--- src/rtl/dither_ctrl_if.sv ---
// dither_ctrl_if: mode-change request handshake into the dither controller
interface dither_ctrl_if;
    logic       cfg_valid;
    logic [1:0] cfg_mode;
    logic       cfg_ready;
    modport master (output cfg_valid, cfg_mode, input cfg_ready);
    modport slave (input cfg_valid, cfg_mode, output cfg_ready);
endinterface

--- src/rtl/dither_ctrl.sv ---
// dither_ctrl: frame-synchronous field/enable/frame-count generator with tear-free mode changes
module dither_ctrl #(
    parameter int FRAME_W     = 8,
    parameter int HOLD_FRAMES = 4
) (
    input  logic               clk,
    input  logic               reset,
    input  logic               vsync_n,
    dither_ctrl_if.slave       cfg,
    output logic               dither_en,
    output logic               field,
    output logic [1:0]         mode,
    output logic [FRAME_W-1:0] frame_count,
    output logic               frame_tick
);
    typedef enum logic {IDLE, PENDING} state_t;
    state_t     state, state_nx;
    logic       vs_q, bnd, apply;
    logic [1:0] pend_mode;
    logic [7:0] hold;
    assign bnd = ~vs_q & vsync_n;
    assign cfg.cfg_ready = (state == IDLE);
    always_ff @(posedge clk)
        state <= reset ? IDLE : state_nx;
    always_comb begin
        state_nx = state;
        apply    = 1'b0;
        state_nx = (state == IDLE) ? (cfg.cfg_valid ? PENDING : IDLE) : (bnd ? IDLE : PENDING);
        apply    = (state == PENDING) && bnd;
    end
    always_ff @(posedge clk) begin
        if (reset) begin
            vs_q        <= 1'b1;
            frame_tick  <= 1'b0;
            frame_count <= '0;
            mode        <= 2'd0;
            pend_mode   <= 2'd0;
            field       <= 1'b0;
            dither_en   <= 1'b0;
            hold        <= 8'd0;
        end else begin
            vs_q       <= vsync_n;
            frame_tick <= bnd;
            if (state == IDLE && cfg.cfg_valid)
                pend_mode <= cfg.cfg_mode;
            if (bnd) begin
                frame_count <= frame_count + 1'b1;
                if (apply) begin
                    mode      <= pend_mode;
                    hold      <= 8'd0;
                    field     <= 1'b0;
                    dither_en <= (pend_mode != 2'd0);
                end else begin
                    dither_en <= (mode != 2'd0);
                    // mode 3 holds each field phase for HOLD_FRAMES boundaries
                    if (mode == 2'd3) begin
                        hold  <= (hold == 8'(HOLD_FRAMES - 1)) ? 8'd0 : hold + 8'd1;
                        field <= (hold == 8'(HOLD_FRAMES - 1)) ? ~field : field;
                    end else begin
                        field <= (mode == 2'd2) ? ~field : 1'b0;
                    end
                end
            end
        end
    end
endmodule

--- src/flat_wrapper.sv ---
// flat-port wrapper written by rule: the top's interface ports become plain ports
module dither_ctrl_flat 
#(
    parameter int FRAME_W     = 8,
    parameter int HOLD_FRAMES = 4
)
  (clk, reset, vsync_n, dither_en, field, mode, frame_count, frame_tick, cfg_cfg_valid, cfg_cfg_mode, cfg_cfg_ready);
  dither_ctrl_if cfg_i ();
  input  logic clk;
  input  logic reset;
  input  logic vsync_n;
  output logic dither_en;
  output logic field;
  output logic [1:0] mode;
  output logic [FRAME_W-1:0] frame_count;
  output logic frame_tick;
  input wire logic [$bits(cfg_i.cfg_valid)-1:0] cfg_cfg_valid;
  input wire logic [$bits(cfg_i.cfg_mode)-1:0] cfg_cfg_mode;
  output wire logic [$bits(cfg_i.cfg_ready)-1:0] cfg_cfg_ready;
  assign cfg_i.cfg_valid = cfg_cfg_valid;
  assign cfg_i.cfg_mode = cfg_cfg_mode;
  assign cfg_cfg_ready = cfg_i.cfg_ready;
  dither_ctrl #(.FRAME_W(FRAME_W), .HOLD_FRAMES(HOLD_FRAMES)) u_core (.clk(clk), .reset(reset), .vsync_n(vsync_n), .cfg(cfg_i), .dither_en(dither_en), .field(field), .mode(mode), .frame_count(frame_count), .frame_tick(frame_tick));
endmodule
--- config.mk ---
export PLATFORM = sky130hd
export DESIGN_NAME = dither_ctrl_flat
export DESIGN_NICKNAME = d
export VERILOG_FILES = /design/src/rtl/dither_ctrl_if.sv /design/src/rtl/dither_ctrl.sv /design/src/flat_wrapper.sv
export SDC_FILE = /design/constraint.sdc
export NUM_CORES = 1
export LEC_CHECK = 0
export CORE_MARGIN = 4
export CORE_UTILIZATION = 40
export DETAILED_ROUTE_END_ITERATION = 16
export HOLD_SLACK_MARGIN = 0.08
export PLACE_DENSITY = 0.74
export SYNTH_ARGS = -nofsm -noshare
export SYNTH_HDL_FRONTEND = slang
export SYNTH_SLANG_ARGS = --single-unit
--- constraint.sdc ---
create_clock -name clk -period 3.5 [get_ports clk]
set_clock_uncertainty 0.1 [all_clocks]
set_input_delay 0.7 -clock clk [delete_from_list [all_inputs] [get_ports clk]]
set_output_delay 0.7 -clock clk [all_outputs]
set_load 0.01 [all_outputs]
==> results.json <==
{
  "ant_nets": 0,
  "vdd_ir_drop_max_uv": 302,
  "power_density_mw_per_mm2": 342,
  "nets": 148,
  "synth_area_mm2": 0.00110,
  "cts_hold_buffers": 0,
  "cts_repair_resize_count": 0,
  "critPathKind": "reg2out",
  "drv_slew": 0,
  "worst_pin_slew_ns": 0.725,
  "grt_pass1_vias": 917,
  "num_rows": 18,
  "overflow": 0,
  "htree_num_levels": 1,
  "r2r_end": "u_core.hold[4]$_SDFFE_PP0P_",
  "synth-edff-count": 0,
  "max-cap-violations": 0,
  "timing.setup.tns_ns": 0,
  "grt_start_max_net_pins": 22,
  "synthTopCellsByCount": "25 x dfxtp_1, 21 x nor2_1, 10 x xor2_1, 8 x nand2_1",
  "r2r_cells": 5,
  "setup_viol": 0,
  "wire_per_inst_um": 13.1,
  "ys_seq_area_frac": 0.455,
  "setup_ws_ns": 1.26,
  "synth_nets": 128,
  "syn-instance-count": 119,
  "vias": 895,
  "critical_path.top_delay_family": "buffers and inverters",
  "postSynthAreaPerCell_um2": 9.25,
  "numPortBuffers": 19,
  "die-area_mm2": 0.00366,
  "diodes": 0,
  "place_inst": 164,
  "dr.pass1.iters": 4,
  "drive_gt1_frac": 0.0797,
  "dp_slack_ns": 1.19,
  "whs_path_depth": 2,
  "cp_max_fo": 9,
  "synth_most_common_cell": "dfxtp_1",
  "final.period_utilization": 0.641,
  "grt_usage": 0.138,
  "crit_buf_inv": 2,
  "crit_slowest_cell": "dfxtp_1",
  "synthArstFlopShare": 0,
  "min-delay-start": "u_core.dither_en$_SDFFE_PP0P_",
  "cts_made_buffers": 3,
  "synth_largest_area_cell": "dfxtp_1",
  "status": "completed",
  "synth_seq_cells": 25,
  "period_needed_ns": 2.24,
  "crit_path_end_kind": "primary output",
  "hpwl_mm": 1.58,
  "gp_congestion": 0.790,
  "grt_pass1_wl_mm": 3.88,
  "synth_cell_types": 36,
  "drc": 0,
  "synth_top_area_share": 0.455,
  "crit_required_ns": 2.70,
  "cts_setup_buffers": 0,
  "start_kind": "flip-flop",
  "antenna_found_initial": 0,
  "p_leak_nw": 0.523,
  "drt-total-wl_mm": 2.20,
  "clk_pin_slew_ns": 0.12,
  "die_x_um": 60.5,
  "r2r_slack_ns": 1.64,
  "avgViaCountPerCell": 5.33,
  "hold-path-endpoint": "u_core.dither_en$_SDFFE_PP0P_",
  "cp_slowest_stage_delay_ns": 0.50,
  "io_pins": 20,
  "min_path_type": "reg2reg",
  "hold_viol_final": 0,
  "crit_chain": "inv_1 -> clkdlybuf4s50_1",
  "arrival_ns": 1.44,
  "cts-root-buf": "clkbuf_4",
  "final_core_util": 0.524,
  "final-instance-count-excl-fill": 168,
  "coreArea_mm2": 0.00254,
  "rsz0062_at_grt": "no",
  "r2r-start": "u_core.hold[0]$_SDFFE_PP0P_",
  "cts.sink_count": 25,
  "start_util": 0.433,
  "drt_iter0_drc": 24,
  "cts_buffer_depth": 2,
  "yosys_warnings": 0,
  "clk_latency_ns": 0.32,
  "synthTopCellsByArea": "dfxtp_1 45%, xor2_1 8.0%, nor2_1 7.2%",
  "synth_top_flop_cell": "dfxtp_1",
  "slew_headroom": 0.515,
  "fmax_mhz": 446,
  "die_y_um": 60.5,
  "crit_path_start": "u_core.state$_SDFF_PP0_",
  "cts_tree": "done",
  "synthToLayoutAreaGrowth_pct": 21.1
}
==> power breakdown <==
part	internal [W]	switching (W)
sequential	0.000289	0.00000474
clock	0.0000446	0.0000835
combinational	0.0000171	0.0000174
==> through the flow <==
stage	power [W]	area, µm²	hold WS [ns]
2_1_floorplan	0.000321	1100	0.376
3_3_place_gp	0.000333	1310	0.348
3_5_place_dp	0.000334	1310	0.361
4_1_cts	0.000462	1330	0.379
5_1_grt	0.000475	1330	0.421
6_report	0.000456	1330	0.374
==> how the worst max path moves through the flow <==
stage	end	slack (ns)	cells past startpoint
finish	cfg_cfg_ready	1.26	2
global route	cfg_cfg_ready	1.20	2
CTS	cfg_cfg_ready	1.28	2
detailed placement	u_core.hold[3]$_SDFFE_PP0P_	1.19	3
global placement	u_core.hold[4]$_SDFFE_PP0P_	1.26	6
floorplan	u_core.mode[0]$_SDFFE_PP0P_	1.83	6
==> area by class of cell <==
cell class,instances,area (µm²)
inverter,1,3.75
sequential,25,500
tap,30,37.5
multi-input combinational,88,568
timing repair buffer,20,198
fill,250,1210
clock buffer,4,26.3
==> worst reg2reg max path, cell delays in order (launching register included) <==
cell and delay [ns]:
dfxtp_1 0.42, ha_1 0.20, nor4b_1 0.45, a22oi_1 0.17, o21bai_2 0.33, nor2_1 0.09
==> sequential cells by signal, indices dropped and copies added, names as in the netlist <==
signal              flops
u_core.state            1
u_core.mode             2
u_core.vs_q             1
u_core.pend_mode        2
u_core.frame_tick       1
u_core.field            1
u_core.dither_en        1
u_core.hold             8
u_core.frame_count      8
==> placed cells by master (no fill, tap or decap), types with 2 or more instances in the layout <==
master,count
a21oi_1,4
and3_1,3
clkbuf_4,3
clkdlybuf4s50_1,19
dfxtp_1,25
ha_1,3
mux2i_1,4
nand2_1,8
nand3_1,4
nand4_1,4
nor2_1,21
nor2b_1,3
o21ai_0,2
or3_1,2
xnor2_1,2
xor2_1,10
==> cells by family after synthesis <==
group,count (synthesis),synth area share
buf+inv,6,0.0295
compound gates,15,0.0977
simple gates,54,0.252
fa+ha+maj,3,0.0341
flops,25,0.455
xor+xnor,12,0.0955
mux,4,0.0364
==> metal layers <==
| metal | vias up | routed length, µm | global-route usage |
|---|---|---|---|
| li1 | 448 | - | - |
| met1 | 427 | 990 | 0.158 |
| met2 | 18 | 1090 | 0.248 |
| met3 | 2 | 104 | 0.0447 |
| met4 | 0 | 12 | 0.0341 |
| met5 | - | 0 | 0 |
Note: power is estimated with default switching activity, not from simulation.
